`src/rtl/pmp_mem_guard_pkg.sv`:
```
// Shared types for the PMP memory guard: core/bus port structs and the guard state encoding.
package pmp_mem_guard_pkg;

   typedef struct packed {
      logic        mem_valid;
      logic        mem_instr;
      logic [1:0]  mem_mode;
      logic [31:0] mem_addr;
      logic [31:0] mem_wdata;
      logic [3:0]  mem_wstrb;
   } mem_in_type;

   typedef struct packed {
      logic [31:0] mem_rdata;
      logic        mem_error;
      logic        mem_ready;
   } mem_out_type;

   typedef enum logic [2:0] {
      IDLE,
      ISSUE,
      WAIT,
      FAULT,
      DRAIN
   } guard_state_e;

   localparam mem_out_type FaultResp = '{mem_rdata: 32'd0, mem_error: 1'b1, mem_ready: 1'b1};

endpackage

```
`src/rtl/pmp_mem_guard_buffer.sv`:
```
// One-entry holding register for a request (plus its PMP fault bit) that arrives while the guard is busy.
module pmp_mem_guard_buffer
   import pmp_mem_guard_pkg::*;
(
   input  logic       clock,
   input  logic       reset,
   input  logic       push,
   input  logic       pop,
   input  logic       clear,
   input  mem_in_type push_req,
   input  logic       push_err,
   output logic       pend_valid,
   output mem_in_type pend_req,
   output logic       pend_err,
   output logic       overflow
);

   // A push into an occupied entry is dropped and recorded in the sticky overflow flag.
   always_ff @(posedge clock or negedge reset) begin
      if (!reset) begin
         pend_valid <= 1'b0;
         pend_req   <= '0;
         pend_err   <= 1'b0;
         overflow   <= 1'b0;
      end else begin
         if (push && pend_valid) begin
            overflow <= 1'b1;
         end
         if (clear || pop) begin
            pend_valid <= 1'b0;
         end else if (push && !pend_valid) begin
            pend_valid <= 1'b1;
            pend_req   <= push_req;
            pend_err   <= push_err;
         end
      end
   end

endmodule

```
`config.mk`:
```
export PLATFORM = sky130hd
export DESIGN_NAME = pmp_mem_guard_buffer
export DESIGN_NICKNAME = d
export VERILOG_FILES = /design/src/rtl/pmp_mem_guard_pkg.sv /design/src/rtl/pmp_mem_guard_buffer.sv
export SDC_FILE = /design/constraint.sdc
export NUM_CORES = 1
export LEC_CHECK = 0
export CAP_MARGIN = 20
export CORE_UTILIZATION = 37
export DETAILED_ROUTE_END_ITERATION = 10
export MAX_ROUTING_LAYER = met4
export PLACE_DENSITY = 0.87
export SLEW_MARGIN = 20
export SYNTH_ARGS = -nofsm -noshare
export SYNTH_HDL_FRONTEND = slang
export SYNTH_SLANG_ARGS = --single-unit
```
`constraint.sdc`:
```
create_clock -name clock -period 1.5 [get_ports clock]
set_clock_uncertainty 0.2 [all_clocks]
set_input_delay 0.3 -clock clock [delete_from_list [all_inputs] [get_ports clock]]
set_output_delay 0.3 -clock clock [all_outputs]
set_load 0.02 [all_outputs]
```
==> metrics.txt <==
Yosys reg bits=75; Synth top area share=approximately three fifths; largest net degree at the start of global routing=40; Synth Area in Simple Gates=1.03%; Synth Area in XOR/XNOR=0%; die span in y=~94 um; Synth Area in Compound Gates=0.237%; synthesized instance count=160; All-Layer GR Usage=16.3%; WP data required=1.51 ns; commonest non-fill, non-tap cell in the layout=dfrtp_1; # Max-Cap Violations=0; Pre-antenna DRT Iters=4; met2 wire len=between 3000 and 4000 um; number of global-route vias before repair=2,144; hold path depth=2; area of the die=0.00892 mm2; Slowest cell on crit path=dfrtp_2; initial antenna violation count=0; CTS tree=built; FF-to-FF Start=pend_valid$_DFFE_PN0P_; M1 WL=3100 um; Pleak=2.30 nW; WHS Endpoint=pend_valid$_DFFE_PN0P_; CP Cell Sequence=nor4b_4 -> buf_6 -> buf_4 -> mux2_4; Clock Tree Buf Depth=2; # DRC=0; RR Endpoint=pend_req[9]$_DFFE_PN0P_; final hold slack=0.0374 ns; first-pass GRT wire length=approximately 11,000 um; Ys Warns=0; chip width=94.4 um; floorplan row count=33; DRT iter0 DRCs=21; most frequent cells in the layout=74 x dfrtp_1, 73 x clkdlybuf4s50_1, 72 x mux2_4; Unique masters post-synth=8; WP data arrival=1.71 ns; final setup fails=74; Hold Path Origin=clear; post-DR wirelength/cell=15.8 um; Seq/Total Area, Yosys=59.4%; ranking of synthesized cells by area=dfrtp_1 59%, mux2_4 33%, buf_12 5.1%; Fin. Hold Viols=0; failing checks=setup timing; Max Fclk=589 MHz; Worst Setup Start Kind=register; gr ovfl total=0; status=finished with violations; I/O Pins=~150; Max FO, Critical Path=7; Placeable Area=0.00826 mm2; worst setup margin=-0.197 ns; Inserted Clock Buffers=9; RSZ-0062 raised after global routing=yes; setup slack, reg-to-reg=-0.20 ns; DP Cell Count=between 400 and 500; Final Instance Count excl. Fillers=446; # H-tree levels=3; clk slew on worst S/H paths=0.07 ns; crit-path max cell delay=0.42 ns; final worst path period share=113%; Area Growth Syn to Fin=52.2%; met3 WL=400 um; Post-DRT Antenna Nets=0; PwrDens=1320 mW/mm2; final net count=a little over 400; Final min period=1.70 ns; Fillers=681; final WL=7030 um; layout cells sized above 1=between 50% and 60%; DR top layer=met4; syn_nets=238; Slew Viols, Final=0; syn avg cell area=19.8 um2; diode count=0; Starting Density=about two fifths; Num Clock Sinks=75; Max-slew headroom=81.0%; Vias/cell=4.48; mux contribution to synthesized area=between 30% and 40%; Slew @ Worst Pin=0.283 ns; Setup crit end kind=register; R2R cell count=4; worst min path class=in2reg; vias post-DR=approximately 2,000; Synth Cell Area=0.00316 mm2; largest family of logic cells by synthesized area=multiplexers; Placer Congestion=0.701; Clk Latency, worst-skew pair=0.32 ns; DP Wirelength=roughly 5200 um; Synth Area in Adders=0%; Setup CP Type=reg2reg; post-synth top area cell=dfrtp_1; Root Buffer=clkbuf_8; Port-buffer cells=around 150; Worst IR Drop VDD=0.656 mV
[registers in the layout (all words and copies together) (netlist names)]
name / cells
pend_req: 72
overflow: 1
pend_err: 1
pend_valid: 1
[critical path: cells and delay by family, from the launching register on]
family | cells | cell delay (ns)
muxes | 1 | 0.30
buffers and inverters | 2 | 0.37
DFF | 1 | 0.42
and+or+nand+nor | 1 | 0.29
[cells in the mapped netlist, drive strengths merged]
cell and count:
dfrtp 75, mux2 73, buf 8, a21o 1, nor2 1, nor3 1, nor4b 1
[report_power, final]
group	internal (mW)	switching [mW]	leakage (nW)	total, mW
Sequential	2.44	0.233	0.887	2.67
Clock	0.967	0.686	0.108	1.65
Combinational	1.07	0.952	1.31	2.02
Total	4.48	1.87	2.30	6.35
[area by class of cell]
type	count	area (um2)	share of cell area, %
repair buffers	174	1460	30.2
clock inverters	5	77.6	1.61
clock buffers	10	138	2.86
flip-flops and latches	75	1880	39.0
multi-input cells	77	1130	23.5
well taps	105	131	2.73
[metrics by stage]
stage          setup TNS, ns  util, %  setup slack (ns)  total power, mW  instance area [um2]
6_report              -12.97     58.3            -0.197             6.35                 4810
5_1_grt               -18.05     58.3            -0.263             6.67                 4810
4_1_cts               -18.87     60.8            -0.293             6.62                 5020
3_5_place_dp          -46.03     58.6            -0.664             5.12                 4840
3_3_place_gp          -45.30     58.6            -0.643             5.07                 4840
2_1_floorplan         -12.63        -            -0.177             3.89                 3160
[what timing repair did]
item	in CTS	in global routing
buffers inserted	0	2
resized for setup	254	59
hold buffers	1	0
cloned	0	1
setup endpoints to repair	148	121
pin swaps	1	1
hold endpoints to repair	75	0
[routing by layer]
metal,GRT usage (%),up-vias
met5,-,-
met4,6.41,0
met3,3.46,11
met2,26.1,87
met1,20.2,985
li1,-,915
[logic make-up after synthesis]
group | count (synthesis)
and+or+nand+nor | 3
DFF | 75
muxes | 73
buffers and inverters | 8
AOI/OAI and AO/OA | 1
[how the worst max path moves through the flow]
stage / from / to / cells after the start
floorplan: pend_valid$_DFFE_PN0P_ / pend_err$_DFFE_PN0P_ / 4
global placement: pop / pend_req[53]$_DFFE_PN0P_ / 5
detailed placement: pop / pend_req[61]$_DFFE_PN0P_ / 5
CTS: pend_valid$_DFFE_PN0P_ / pend_req[3]$_DFFE_PN0P_ / 4
global route: pend_valid$_DFFE_PN0P_ / pend_req[7]$_DFFE_PN0P_ / 4
finish: pend_valid$_DFFE_PN0P_ / pend_req[9]$_DFFE_PN0P_ / 4
Note: power is estimated with default switching activity, not from simulation.
